**src/rtl/cpu_exec_unit.sv**
```systemverilog
// cpu_exec_unit: datapath execution unit of the 16-bit RISC processor.
// Holds the register file, the ALU and the write-back mux. Reads, the ALU
// result and the N/Z/C flags are purely combinational; the control unit
// downstream decides when the flags are latched.
module cpu_exec_unit #(
    parameter int DATA_W = 16,
    parameter int ADDR_W = 3,
    parameter int REG_N  = 8
) (
    input  logic              clk,
    input  logic              reset,
    input  logic [ADDR_W-1:0] W_Adr,
    input  logic [ADDR_W-1:0] R_Adr,
    input  logic [ADDR_W-1:0] S_Adr,
    input  logic              s_sel,
    input  logic              rw_en,
    input  logic [3:0]        alu_op,
    input  logic [DATA_W-1:0] DS,
    output logic [DATA_W-1:0] Reg_Out,
    output logic [DATA_W-1:0] Alu_Out,
    output logic              N,
    output logic              Z,
    output logic              C
);

    typedef enum logic [3:0] {
        OP_PASS_S = 4'b0000,
        OP_PASS_R = 4'b0001,
        OP_INC    = 4'b0010,
        OP_DEC    = 4'b0011,
        OP_ADD    = 4'b0100,
        OP_SUB    = 4'b0101,
        OP_SHR    = 4'b0110,
        OP_SHL    = 4'b0111,
        OP_AND    = 4'b1000,
        OP_OR     = 4'b1001,
        OP_XOR    = 4'b1010,
        OP_NOT    = 4'b1011
    } alu_op_e;

    logic [DATA_W-1:0] regs [REG_N];
    logic [DATA_W-1:0] r_val;
    logic [DATA_W-1:0] s_val;
    logic [DATA_W-1:0] alu_y;
    logic              alu_c;
    logic [DATA_W:0]   sum;
    logic [DATA_W-1:0] wb_data;

    // Asynchronous read ports; a same-cycle write is not bypassed, so a read
    // of the address being written returns the old contents until the edge.
    assign r_val = regs[R_Adr];
    assign s_val = regs[S_Adr];

    // ALU: 17-bit internal sum so carry/borrow fall out of the top bit.
    always_comb begin
        // NOTE: every output of a combinational block gets a default first so
        // no path through the case leaves it unassigned (which would infer a latch).
        alu_y = s_val;
        alu_c = 1'b0;
        sum   = '0;
        case (alu_op)
            OP_PASS_S: alu_y = s_val;
            OP_PASS_R: alu_y = r_val;
            OP_INC: begin
                sum   = {1'b0, s_val} + {{DATA_W{1'b0}}, 1'b1};
                alu_y = sum[DATA_W-1:0];
                alu_c = sum[DATA_W];
            end
            OP_DEC: begin
                // Bit DATA_W of the 17-bit difference is the borrow.
                sum   = {1'b0, s_val} - {{DATA_W{1'b0}}, 1'b1};
                alu_y = sum[DATA_W-1:0];
                alu_c = sum[DATA_W];
            end
            OP_ADD: begin
                sum   = {1'b0, r_val} + {1'b0, s_val};
                alu_y = sum[DATA_W-1:0];
                alu_c = sum[DATA_W];
            end
            OP_SUB: begin
                sum   = {1'b0, r_val} - {1'b0, s_val};
                alu_y = sum[DATA_W-1:0];
                alu_c = sum[DATA_W];
            end
            OP_SHR: begin
                alu_y = {1'b0, s_val[DATA_W-1:1]};
                alu_c = s_val[0];
            end
            OP_SHL: begin
                alu_y = {s_val[DATA_W-2:0], 1'b0};
                alu_c = s_val[DATA_W-1];
            end
            OP_AND:  alu_y = r_val & s_val;
            OP_OR:   alu_y = r_val | s_val;
            OP_XOR:  alu_y = r_val ^ s_val;
            OP_NOT:  alu_y = ~s_val;
            default: alu_y = s_val;   // reserved codes pass S
        endcase
    end

    // Flags always reflect the ALU result, even when memory data is written back.
    assign Reg_Out = r_val;
    assign Alu_Out = alu_y;
    assign N       = alu_y[DATA_W-1];
    assign Z       = (alu_y == '0);
    assign C       = alu_c;

    assign wb_data = s_sel ? DS : alu_y;

    // Register file write; reset wins over a coincident write.
    always_ff @(posedge clk or posedge reset) begin
        if (reset) begin
            // NOTE: this storage is built from flops, not a RAM macro, so it can
            // and must be cleared on reset; a true RAM could not be reset like this.
            for (int i = 0; i < REG_N; i++) begin
                // NOTE: sequential state uses non-blocking assignment so every
                // flop samples pre-edge values regardless of statement order.
                regs[i] <= '0;
            end
        end else if (rw_en) begin
            regs[W_Adr] <= wb_data;
        end
    end

endmodule

```
**config.mk**
```make
export PLATFORM = sky130hd
export DESIGN_NAME = cpu_exec_unit
export DESIGN_NICKNAME = d
export VERILOG_FILES = /design/src/rtl/cpu_exec_unit.sv
export SDC_FILE = /design/constraint.sdc
export NUM_CORES = 1
export LEC_CHECK = 0
export CORE_ASPECT_RATIO = 1.1
export CORE_MARGIN = 2
export CORE_UTILIZATION = 30
export DETAILED_ROUTE_END_ITERATION = 6
export DONT_BUFFER_PORTS = 1
export HOLD_SLACK_MARGIN = 0.08
export REMOVE_ABC_BUFFERS = 1
export SYNTH_ARGS = -nofsm -noshare
export SYNTH_HDL_FRONTEND = slang
export SYNTH_SLANG_ARGS = --single-unit
```
**constraint.sdc**
```tcl
create_clock -name clk -period 5.6 [get_ports clk]
set_input_delay 0.56 -clock clk [delete_from_list [all_inputs] [get_ports clk]]
set_output_delay 0.56 -clock clk [all_outputs]
set_load 0.02 [all_outputs]
```
After elaboration in Yosys (flattened, before gate mapping)

Cells that the tools add are included.

Bits in registers: 128
Bits in latches: 0
Memory bits (writable): 0
ROM bits: 0
Input bits: 33
Output and inout port bits: 35
Word-level logic and storage cells: 48
Memories kept: 0

$add $sub $neg: 4
Multiply operators: 0
Div/mod/pow operators: 0
Order comparisons: 4
Eq/ne operators: 11
Shifts and indexed selects: 0
Mux-type cells: 12
Bitwise operators: 7
Reductions and logical operators: 2

Operators with widths:

| operator                                                             | number |
|---|---|
| 16-bit one-hot mux with 11 select lines                              | 1 |
| 128-bit bitwise mux                                                  | 1 |
| 16-bit binary-select mux with 3-bit select                           | 2 |
| 16-bit 2-to-1 mux                                                    | 6 |
| 16-bit demux with 3-bit select                                       | 1 |
| 16-bit by 1-bit adder with 17-bit output, second input constant      | 1 |
| 16-bit by 16-bit adder with 17-bit output                            | 1 |
| 16-bit by 1-bit subtractor with 17-bit output, second input constant | 1 |
| 16-bit by 16-bit subtractor with 17-bit output                       | 1 |
| 16-bit AND                                                           | 1 |
| 4-bit by 3-bit == test with 1-bit output, second input constant      | 4 |
| 4-bit == test, second input constant                                 | 4 |
| 16-bit logical NOT                                                   | 1 |
| 16-bit NOT                                                           | 1 |
| 16-bit bitwise OR                                                    | 1 |
| 16-bit XOR                                                           | 1 |
| 4-bit greater-or-equal comparator, second input constant             | 3 |
| 3-bit NOT with 4-bit output                                          | 3 |
| 4-bit by 2-bit == test with 1-bit output, second input constant      | 2 |
| 1-bit one-hot mux with 6 select lines                                | 1 |
| 4-bit by 1-bit == test with 1-bit output, second input constant      | 1 |
| 4-bit by 1-bit < comparator with 1-bit output, second input constant | 1 |
| 1-bit logical AND                                                    | 1 |

Depth between registers and ports, before layout

Depth in word-level cells: 8
Gate-level depth with buffers: 22

Least setup slack after synthesis

No wires, ideal clock.

Kind: input port to output port
From: input R_Adr[2]
To: output Z
Data arrival time: 5.318 ns
Setup slack: -0.278 ns
Stages on the path: 18
Buffers on the path: 4
Path through: clkbuf_1 > buf_2 > buf_1 > mux2i_1 > a221oi_1 > inv_1 > ha_1 > clkbuf_1 > inv_1 > a22oi_1 > a31oi_1 > o21ai_0 > a2111oi_0 > o32a_1 > a22oi_1 > a2bb2oi_1 > nor3_1 > and4_1

Cells in the longest elaborated chain, start to end: 7
Elaborated cells on any way between the ends: 11
Classes of those cells: add/sub: 2; mux: 4; bitwise: 4; reduce/logical: 1

Ends and longest elaborated chain:

| item                                                                                                               | RTL line | text |
|---|---|---|
| start, declared                                                                                                    | 13       | `input logic [ADDR_W-1:0] R_Adr,` |
| 3-bit NOT with 4-bit output (implied by the code) (*)                                                              | 51       | `assign r_val = regs[R_Adr];` |
| 16-bit binary-select mux with 3-bit select (*)                                                                     | 51       |  |
| 16-bit 2-to-1 mux (implied by the code) (*) (2 in series)                                                          | 51       |  |
| net Reg_Out[5]                                                                                                     | 19       | `output logic [DATA_W-1:0] Reg_Out,` |
| 16-bit by 16-bit subtractor with 17-bit output / 16-bit by 16-bit adder with 17-bit output (equally long branches) | 81, 76   |  |
| 16-bit one-hot mux with 11 select lines (*)                                                                        | 61       | `case (alu_op)` |
| net Alu_Out[14]                                                                                                    | 20       | `output logic [DATA_W-1:0] Alu_Out,` |
| 16-bit logical NOT (*)                                                                                             | 105      | `assign Z = (alu_y == '0);` |
| end, declared                                                                                                      | 22       | `output logic Z,` |

The timed path passes the listed nets; every way through them passes the cells marked *. The select of a mux whose other input is x is not followed.

Worst setup path in the final report

From: register regs[32] (netlist name)
To: output Z

Cells in the longest elaborated chain, start to end: 6
Elaborated cells on any way between the ends: 16
Classes of those cells: add/sub: 4; mux: 7; bitwise: 4; reduce/logical: 1

Ends and longest elaborated chain:

| item                                                                         | RTL line | text |
|---|---|---|
| start, declared                                                              | 41       | `logic [DATA_W-1:0] regs [REG_N];` |
| start signal, assigned by index                                              | 121      | `regs[W_Adr] <= wb_data;` |
| 16-bit binary-select mux with 3-bit select, on equally long branches         | 51, 52   |  |
| 16-bit 2-to-1 mux, on equally long branches (2 in series)                    | 51, 52   |  |
| 16-bit by 16-bit subtractor with 17-bit output, or another cell as far along | 81       | `sum = {1'b0, r_val} - {1'b0, s_val};` |
| 16-bit one-hot mux with 11 select lines (*)                                  | 61       |  |
| 16-bit logical NOT (*)                                                       | 105      |  |

Mark *: on every way between the ends. The rest lies on a longest branch, timed or not. The select of a mux whose other input is x is not followed.

==> metrics <==
largest net degree at the start of global routing=73; most frequent cells in the layout=185 x nand2_1, 128 x dfrtp_1, 88 x o21ai_0, 78 x mux2i_1, 72 x nor2_1; ys flop type=dfrtp_1; max reg flops=128; WS Path Type=flip-flop to primary output; outcome=completed; DP Area=11700 um^2; top flop regs=regs x128; Synthesis Warnings=0; Critical Path Start Type=flip-flop; drt pass-1 iters=5; post-synth cell types=a little under 80; overall power=4.89 mW; number of hold violations in the final report=0; htree depth=4; die area=38200 um^2; FF+latch count, synth=around 130; placed insts=between 1500 and 2000; Ant. Diodes=0; Overflow after GRT=0; total CTS buffers=17; Critical Path Max Stage Delay=about 0.52 ns; Die W=about 190 um; starting density of the core=30.4%; Slew Viols, Final=0; CP required=between 5 and 6 ns; minimum clock period=approximately 5.5 ns; height of the die=about 200 um; setup repair after global routing missed its margin=no; GP Congestion=between 0.9 and 1; Finished Cell Area=~12000 um^2; I/O pin total=68; Detailed Route WL=between 40000 and 50000 um; fin crit share=97.5%; CTS root buffer=clkbuf_16; number of synthesized flops with an enable pin=0; HP Class=input port to asynchronous set/reset pin; Worst Setup End Kind=primary output; Max Cap Viol=0; vias in the first global route=a little over 10000; gr usage total=between 20% and 30%; routed vias=10400; Least-Margin Pin Slew=about 1.2 ns; CTS tree=yes; Port-buffer cells=0; Worst slew margin=about a fifth; Syn Inst Count=between 1000 and 1500; commonest non-fill, non-tap cell in the layout=nand2_1; worst vdd ir=~0.23 mV; Core ar.=around 36000 um^2; worst endpoint data arrival time=between 4 and 5 ns; Mapped Area=approximately 11000 um^2; fillers=around 3800; CP Cell Sequence=mux4_2, mux2i_2, inv_2, ha_1, fa_2, a22oi_1, o211ai_1, a22oi_1, a32oi_1, nor2_1, or4bb_1, or4_4, nor4_4, and4_1, buf_4; CTS Sinks=between 100 and 150; vias per inst=5.85; Setup TNS Final=0 ns; Routed Antenna Nets=0; most used cell, CP=a22oi_1; global-route wire length before repair=around 62000 um; final core utilization=between 30% and 40%; nets=about 1400; Max Clock Freq=between 150 and 200 MHz; FP Rows=73; Final HPWL DP=between 20000 and 30000 um; routed wire length per instance=roughly 23 um; DRC viols=0; Initial DRC Count=about 1100; Pwr per Cell Area=between 300 and 400 nW/um^2; register area share after synthesis=29.1%; clk_lat worst skew=about 0.43 ns; Post-CTS Hold Buffers=0; maximum root-to-sink buffer count=2; Setup-failing EPs final=0; Avg Cell Area, Syn=roughly 8.6 um^2; largest reg by FF count=regs; Worst-path clk slew=around 0.060 ns; skew final=roughly 0.012 ns; CP max FO=5; Leakage Power=5.25 nW; asr flop ratio synth=100%; Slowest-stage cell, CP=mux4_2; initial antenna violation count=0; layout overhead on the synthesized area=12.8%; Final Non-Filler Cells=~1800; share of layout cells above drive strength 1=about 16%
## kinds of logic after synthesis
logic type,Yosys count,synth area share (%)
and+or+nand+nor,395,16.2
adders and majority gates,57,6.62
xor gates and xnor gates,15,1.19
AOI/OAI and AO/OA,387,22.3
muxes,153,19.4
DFF,128,29.1
buffers and inverters,141,5.23
## through the flow
stage	setup slack, ns	hold slack (ns)
2_1_floorplan	0.485	0.461
3_3_place_gp	-0.0672	0.477
3_5_place_dp	0.00739	0.493
4_1_cts	0.00244	0.144
5_1_grt	0.00588	0.174
6_report	0.141	0.139
## synth_stat cells (6+ instances only)
master / count / share of area [%]
o21ai_0: 91 / 4.1
inv_1: 45 / 1.5
a221oi_1: 7 / 0.56
nor4_1: 8 / 0.45
o211ai_1: 13 / 0.89
clkbuf_1: 58 / 2.0
dfrtp_1: 128 / 29
buf_2: 13 / 0.59
o22a_1: 6 / 0.48
nor2b_1: 15 / 0.85
nand3_1: 37 / 1.7
nor3_1: 22 / 1.0
o21ai_1: 56 / 2.5
nand2b_1: 12 / 0.68
mux4_2: 45 / 9.2
o221ai_1: 6 / 0.48
buf_1: 10 / 0.34
mux2i_1: 82 / 7.5
a31oi_1: 8 / 0.45
o31ai_1: 18 / 1.2
a211oi_1: 14 / 0.96
a22oi_1: 17 / 1.2
nor2_1: 72 / 2.5
or3_1: 7 / 0.40
ha_1: 55 / 6.3
inv_2: 9 / 0.31
o22ai_1: 26 / 1.5
xnor2_1: 11 / 0.88
a21oi_1: 65 / 3.0
mux2_2: 24 / 2.5
nand2_1: 185 / 6.3
nand4_1: 11 / 0.63
## final cells by class
type / instances / area, um^2 / area share [%]
tap: 487 / 609 / 4.91
inverter: 54 / 205 / 1.65
sequential: 128 / 3200 / 25.8
timing repair buffer: 69 / 518 / 4.17
clock buffer: 23 / 498 / 4.01
multi-input combinational: 1007 / 7300 / 58.8
clock inverter: 8 / 80.1 / 0.645
## power by group
part	switching, mW	leakage [nW]	internal (mW)
combinational	1.48	3.34	0.947
clock	0.414	0.277	0.666
sequential	0.216	1.63	1.16
## worst max-delay path: cells and delay by family, from the launching register on
family / cells / cell delay [ns]
adder cells (fa/ha/maj): 2 / 0.75
AND/OR/NAND/NOR: 5 / 1.50
multiplexers: 2 / 0.74
flip-flops: 1 / 0.40
buffers and inverters: 2 / 0.28
AO/OA/AOI/OAI: 4 / 0.81
## per-layer routing
metal / vias up / wire length, um / track usage, %
met1: 5100 / 16700 / 27.1
met4: 0 / 1480 / 8.96
met3: 85 / 3260 / 4.18
met5: - / 0 / 0
met2: 461 / 18800 / 34.5
li1: 4749 / - / -
## timing repair
action	4_1_cts	5_1_grt
endpoints found under the setup margin	1	1
pin swaps	0	3
gates resized for setup	4	19
setup buffers	0	2
## path summary, 6_finish.rpt
path                               start        end  slack, ns  depth (start not counted)
worst max-delay path            regs[32]          Z       0.14                         15
worst min-delay path               reset   regs[14]       0.14                          1
worst max register to register  regs[38]  regs[107]       0.86                         14
worst min register to register  regs[30]   regs[30]       0.50                          2
max in group asynchronous          reset  regs[119]       4.08                          2
min in group clk                   s_sel   regs[63]       0.25                          1
Power figures use the tool's default switching activity.
